**config.mk**
```make
export PLATFORM = sky130hd
export DESIGN_NAME = code_fetch_flat
export DESIGN_NICKNAME = d
export VERILOG_FILES = /design/src/rtl/code_fetch_if.sv /design/src/rtl/code_fetch.sv /design/src/flat_wrapper.sv
export SDC_FILE = /design/constraint.sdc
export NUM_CORES = 1
export LEC_CHECK = 0
export CORE_MARGIN = 10
export CORE_UTILIZATION = 38
export CTS_CLUSTER_DIAMETER = 50
export DETAILED_ROUTE_END_ITERATION = 16
export PLACE_DENSITY_LB_ADDON = 0.05
export SLEW_MARGIN = 20
export SYNTH_ARGS = -nofsm -noshare
export SYNTH_HDL_FRONTEND = slang
export SYNTH_SLANG_ARGS = --single-unit
```
**constraint.sdc**
```tcl
create_clock -name clk -period 1.8 [get_ports clk]
set_input_delay 0.36 -clock clk [delete_from_list [all_inputs] [get_ports clk]]
set_output_delay 0.36 -clock clk [all_outputs]
set_load 0.01 [all_outputs]
```
**src/rtl/code_fetch_if.sv**
```systemverilog
// Fetch-side bus: combinational code-memory read port plus the valid/ready
// opcode channel to the decoder. The master is the fetch sequencer.
interface code_fetch_if;
   logic [15:0] mem_ip;
   logic [15:0] mem_rdata;
   logic        out_valid;
   logic        out_ready;
   logic [15:0] out_opcode;
   logic [15:0] out_pc;

   modport master (
      output mem_ip,
      input  mem_rdata,
      output out_valid,
      input  out_ready,
      output out_opcode,
      output out_pc
   );

   modport slave (
      input  mem_ip,
      output mem_rdata,
      input  out_valid,
      output out_ready,
      input  out_opcode,
      input  out_pc
   );
endinterface

```
**src/rtl/code_fetch.sv**
```systemverilog
// Code-memory fetch sequencer: start, branch flush, wrap and halt-opcode stop.
// Optional FETCH_COUNT_EN adds a saturating count of accepted instructions.
module code_fetch #(
   parameter int          CODE_DEPTH = 16,
   parameter logic [15:0] HALT_OP    = 16'hFFFF
) (
   input  logic        clk,
   input  logic        rst_n,
   input  logic        start,
   input  logic [15:0] start_addr,
   input  logic        br_valid,
   input  logic [15:0] br_target,
   output logic        halted,
`ifdef FETCH_COUNT_EN
   output logic [15:0] fetch_count,
`endif
   code_fetch_if.master bus
);
   localparam int AW = $clog2(CODE_DEPTH);

   localparam logic [1:0] IDLE = 2'd0;
   localparam logic [1:0] RUN  = 2'd1;
   localparam logic [1:0] HALT = 2'd2;

   logic [1:0]    state;
   logic [AW-1:0] pc;
   logic [AW-1:0] pc_next;
   logic          load_ok;
   logic          accept;
   logic          unused_bits;

   // Only the low address bits reach the memory; upper bits are discarded.
   assign unused_bits = ^{start_addr[15:AW], br_target[15:AW]};

   assign pc_next     = (pc == AW'(CODE_DEPTH - 1)) ? '0 : pc + 1'b1;
   assign bus.mem_ip  = {{(16 - AW){1'b0}}, pc};
   assign load_ok     = !bus.out_valid || bus.out_ready;
   assign accept      = bus.out_valid && bus.out_ready;
   assign halted      = (state == HALT);

   always_ff @(posedge clk) begin
      if (!rst_n) begin
         state          <= IDLE;
         pc             <= '0;
         bus.out_valid  <= 1'b0;
         bus.out_opcode <= '0;
         bus.out_pc     <= '0;
      end else begin
         case (state)
            IDLE: begin
               bus.out_valid <= 1'b0;
               if (start) begin
                  pc    <= start_addr[AW-1:0];
                  state <= RUN;
               end
            end
            RUN: begin
               if (br_valid) begin
                  pc            <= br_target[AW-1:0];
                  bus.out_valid <= 1'b0;
               end else if (load_ok) begin
                  bus.out_opcode <= bus.mem_rdata;
                  bus.out_pc     <= bus.mem_ip;
                  bus.out_valid  <= 1'b1;
                  if (bus.mem_rdata == HALT_OP) begin
                     state <= HALT;
                  end else begin
                     pc <= pc_next;
                  end
               end
            end
            HALT: begin
               if (start) begin
                  pc            <= start_addr[AW-1:0];
                  bus.out_valid <= 1'b0;
                  state         <= RUN;
               end else if (accept) begin
                  bus.out_valid <= 1'b0;
               end
            end
            default: begin
               state         <= IDLE;
               bus.out_valid <= 1'b0;
            end
         endcase
      end
   end

`ifdef FETCH_COUNT_EN
   // A start that is actually taken clears the count and wins over a same-cycle accept.
   always_ff @(posedge clk) begin
      if (!rst_n) begin
         fetch_count <= '0;
      end else if (start && (state != RUN)) begin
         fetch_count <= '0;
      end else if (accept && (fetch_count != 16'hFFFF)) begin
         fetch_count <= fetch_count + 16'd1;
      end
   end
`endif
endmodule

```
**src/flat_wrapper.sv**
```systemverilog
// flat-port wrapper written by rule: the top's interface ports become plain ports
module code_fetch_flat 
#(
   parameter int          CODE_DEPTH = 16,
   parameter logic [15:0] HALT_OP    = 16'hFFFF
)
  (clk, rst_n, start, start_addr, br_valid, br_target, halted, bus_mem_ip, bus_mem_rdata, bus_out_valid, bus_out_ready, bus_out_opcode, bus_out_pc);
  code_fetch_if bus_i ();
  input  logic clk;
  input  logic rst_n;
  input  logic start;
  input  logic [15:0] start_addr;
  input  logic br_valid;
  input  logic [15:0] br_target;
  output logic halted;
  output wire logic [$bits(bus_i.mem_ip)-1:0] bus_mem_ip;
  input wire logic [$bits(bus_i.mem_rdata)-1:0] bus_mem_rdata;
  output wire logic [$bits(bus_i.out_valid)-1:0] bus_out_valid;
  input wire logic [$bits(bus_i.out_ready)-1:0] bus_out_ready;
  output wire logic [$bits(bus_i.out_opcode)-1:0] bus_out_opcode;
  output wire logic [$bits(bus_i.out_pc)-1:0] bus_out_pc;
  assign bus_mem_ip = bus_i.mem_ip;
  assign bus_i.mem_rdata = bus_mem_rdata;
  assign bus_out_valid = bus_i.out_valid;
  assign bus_i.out_ready = bus_out_ready;
  assign bus_out_opcode = bus_i.out_opcode;
  assign bus_out_pc = bus_i.out_pc;
  code_fetch #(.CODE_DEPTH(CODE_DEPTH), .HALT_OP(HALT_OP)) u_core (.clk(clk), .rst_n(rst_n), .start(start), .start_addr(start_addr), .br_valid(br_valid), .br_target(br_target), .halted(halted), .bus(bus_i));
endmodule
```
* After elaboration in Yosys (flattened, before gate mapping)
Cells that the tools add are included. Widths: inputs -> output; s select.
Word-level totals: bits of input ports 53, output and inout bits 50, flip-flop bits (word level) 27
Cells by class: add/subtract/negate cells 1, reductions and logical operators 10, equal/unequal tests 11, mux-type cells 16, bitwise gates (word level) 1
Operators with widths (number):
- $mux 4 | 5
- $eq 16x16->1 const B | 1
- $mux 2 | 4
- $pmux 4 s2 | 1
- $reduce_and 4->1 | 2
- $ne 2x1->1 const B | 3
- $ne 3x2->1 const B | 2
- $add 4x1->4 const B | 1
- $eq 4x4->1 const B | 1
- $mux 1 | 4
- $pmux 2 s2 | 1
- $ne 3x3->1 const B | 1
- $reduce_and 3->1 | 1
- $eq 2x1->1 const B | 1
- $eq 2x2->1 const B | 1
- $logic_not 2->1 | 1
- $ne 2x2->1 const B | 1
- $pmux 1 s2 | 1
- $reduce_and 2->1 | 1
- $reduce_bool 2->1 | 1
- $reduce_or 2->1 | 1
- $logic_and 1x1->1 | 1
- $logic_not 1->1 | 1
- $logic_or 1x1->1 | 1
- $not 1->1 | 1

* Longest topological paths before layout
depth in word-level cells 6, gate-level depth with buffers 6, depth with buffers taken out 5

* Least setup slack after synthesis
OpenSTA, ideal clock, no wires.
path kind input port to flip-flop, start input port br_valid, end register u_core.bus.out_opcode[0], data required time 1684 ps, arrival time 1208 ps, path slack 475 ps, stages on the path 6, cells stage by stage buf_6 nand2b_4 or3_4 buf_6 nand2_2 a21boi_1
Between the ends: word-level cells in the longest chain between the ends 2
RTL lines:
- start, declared | line flat_wrapper.sv:13 | input logic br_valid;
- $not 1->1 (no source line)
- $reduce_and 3->1 (no source line)
- end signal, assigned | line code_fetch.sv:62 | bus.out_opcode <= bus.mem_rdata;
- end, declared | line code_fetch_if.sv:16 | output out_opcode,
No other way between the ends. A chain may end at the register's enable or synchronous reset.

* Worst setup path after layout
start register u_core.state[0], end output port halted
Between the ends: word-level cells in the longest chain between the ends 1
RTL lines:
- start, declared | line code_fetch.sv:25 | logic [1:0] state;
- start signal, assigned | line code_fetch.sv:43 | state <= IDLE;
- start signal, assigned | line code_fetch.sv:54 | state <= RUN;
- start signal, assigned | line code_fetch.sv:66 | state <= HALT;
- $eq 2x2->1 | line code_fetch.sv:39 | assign halted = (state == HALT);
- end, declared | line flat_wrapper.sv:15 | output logic halted;
No other way between the ends.

==> results by group <==
Timing
  • FMAX: 588 MHz
  • Setup TNS Final: 0 ps
  • RSZ-0062 raised after global routing: false
  • Post-layout min period: 1700 ps
  • Setup WS post-layout: 98.8 ps
  • Period utilisation layout: 94.5%
  • Final Hold Viols: 0
  • Clock Skews: 1.28 ps
  • # setup viols final: 0
  • Final slew viol count: 0

Yosys
  • Post-synthesis compound-gate area fraction: 18.8%
  • Mapped Cells: 171
  • Yosys cell types: 34
  • Post-synthesis instance area: 0.00153 mm2
  • Largest family of logic cells by synthesized area: simple AND/OR/NAND/NOR gates
  • Post-synthesis adder-cell area fraction: 0.820%
  • Register area share after synthesis: 35.4%
  • Mux contribution to synthesized area: 3.28%
  • Xor-xnor portion of the synthesized cell area: 0.574%
  • Mean post-synth cell area: 8.93 um2
  • Synth Register Bits: 27
  • YS warnings: 0
  • Post-synthesis simple-gate area fraction: 24.5%

CTS
  • Post-CTS Setup Bufs: 0
  • Total CTS buffers: 3
  • Longest Clk Path Bufs: 2
  • Reg clk slew, reported paths: 90 ps
  • Worst-Skew Late Latency: 260 ps
  • CTS sink count: 27
  • Clock Tree Root: clkbuf_8
  • Post-CTS Hold Buffers: 0
  • Cts repair resizes: 0
  • H-tree levels: 1
  • CTS tree: done

Drt
  • Vias post-DR: 1276
  • Pre-antenna DRT Iters: 4
  • Final WL: 3.78 mm
  • Drt wl/cell: 13.6 um
  • Initial DRC count: 47
  • Vias per cell: 4.61
  • ANT nets after route: 0
  • Residual DRC: 0

Layout
  • Antenna diodes: 0
  • Area growth syn-to-layout: 36.8%
  • Final Cell Area: 0.00209 mm2
  • Share of layout cells above drive strength 1: 19.7%
  • Register area: 542 um2
  • Area of the multi-input gates: 822 um2
  • Final-stage net count: 284
  • Fill cell count: 355

Global route
  • Largest net degree at the start of global routing: 21
  • Gr ovfl total: 0
  • Initial antenna violation count: 0
  • Vias in the first global route: 1275
  • First-pass GRT wire length: 6.22 mm
  • GR Util All Layers: 10.3%

Critical path
  • Req. time, crit path: 1440 ps
  • Type of the worst setup path: reg -> out
  • Crit end category: primary output
  • Slowest CP cell: clkdlybuf4s50_1
  • CP Launch Type: flop
  • Buf/Inv on CP: 1
  • CP cell instances: and2b_4 > clkdlybuf4s50_1
  • WP data arrival: 1340 ps
  • CP peak stage delay: 530 ps
  • CP max FO: 2
  • Crit path max-delay family: buffers and inverters

Floorplanning
  • Standard-cell rows: 22
  • Die Ht: 83.4 um
  • Core box area: 0.00377 mm2
  • Initial Utilization: 40.5%
  • Die area: 0.00695 mm2
  • Boundary pin count: 103
  • Die width: 83.4 um

Power
  • Pwr Total: 1.31 mW
  • Pwr per Cell Area: 629 mW/mm2
  • Leak: 0.824 nW
  • VDD IR max: 262 uV

Place
  • Port bufs: 54
  • Placed cell areas: 0.00204 mm2
  • Gpl congestion: 0.829
  • Pre-CTS WS: -60.3 ps
  • Post-DP HPWL: 3.08 mm

Worst hold path
  • HP Class: reg -> reg

Run
  • Max cap viols: 0

Run status
  • Status: completed
## cells in the mapped netlist, drive strengths merged
master  instances  area share (%)
a311oi          1            0.57
buf            30              15
o211a           2             1.3
a21oi           1            0.33
mux2i           5             3.3
o221a           1            0.74
o31a            1             1.1
o211ai          1            0.49
nor2            1            0.25
o22ai           1            0.41
or3             1            0.74
xor2            1            0.57
a21boi         21              10
dfxtp          27              35
a31oi           3             1.2
nor4            1            0.82
nand2          50              16
nor3            1            0.66
and2b           4             2.6
ha              1            0.82
nand4           4             1.6
conb            1            0.25
inv             1            0.25
nand2b          3             1.7
o21ai           2            0.66
a21o            1            0.49
clkbuf          3            0.74
o221ai          1            0.57
o21a            1            0.49
## worst reg2reg max path: cells and delay by family (launching register included)
kind / cells / cell delay, ps
mux: 1 / 170
flops: 1 / 330
buf+inv: 1 / 190
simple gates: 1 / 210
compound gates: 2 / 400
## state kept, by name, summed over array words and instances, names as in the netlist
register               cells
u_core.bus.out_valid       1
u_core.state               2
u_core.bus.out_pc          4
u_core.bus.out_opcode     16
u_core.pc                  4
## path summary, 6_finish.rpt
| path | start | to | slack, ps | cells after the start |
|---|---|---|---|---|
| min reg2reg | u_core.bus.out_opcode[10] | u_core.bus.out_opcode[10] | 460 | 2 |
| max reg2reg | u_core.state[0] | u_core.pc[3] | 430 | 5 |
| max | u_core.state[0] | halted | 100 | 2 |
| min | u_core.bus.out_opcode[10] | u_core.bus.out_opcode[10] | 460 | 2 |
## through the flow
stage,hold slack [ps],util (%),cells
finish,458,55.4,277
global route,475,55.4,277
CTS,464,55.3,277
detailed placement,450,54.1,273
global placement,445,54.1,273
floorplan,482,-,194
## kinds of logic after synthesis
group	count (synthesis)
and+or+nand+nor	65
AOI/OAI and AO/OA	37
DFF	27
adders and majority gates	1
buffers and inverters	34
muxes	5
other	1
xor gates and xnor gates	1
## area by class of cell
cell class	instances	area share, %
Clock buffer	4	2.16
Inverter	1	0.180
Multi-Input combinational cell	133	39.4
Sequential cell	27	25.9
Tap cell	48	2.88
Timing Repair Buffer	64	29.5
## routing by layer
layer | global-route usage [%] | routed length [um]
met1 | 13.4 | 1790
met3 | 3.61 | 277
met2 | 15.9 | 1700
met4 | 2.31 | 14
met5 | 0 | 0
## power breakdown
part / leakage, nW / switching, mW / internal, mW
Combinational: 0.581 / 0.142 / 0.176
Sequential: 0.221 / 0.0319 / 0.628
Clock: 0.0228 / 0.177 / 0.158
Total: 0.824 / 0.352 / 0.962
## cell usage in the layout (no fill, tap or decap), types with 2 or more instances in the layout
cell type        netlist  routed
a21boi_1              21      21
a31oi_1                3       3
and2b_4                4       4
buf_4                 24      10
clkbuf_8               0       3
clkdlybuf4s50_1        0      54
conb_1                 1      24
dfxtp_1               27      26
mux2i_1                5       5
nand2_1               29      29
nand2_2               20      20
nand2b_1               2       2
nand4_1                4       4
o211a_1                2       2
o21ai_0                2       2
Note: power is estimated with default switching activity, not from simulation.
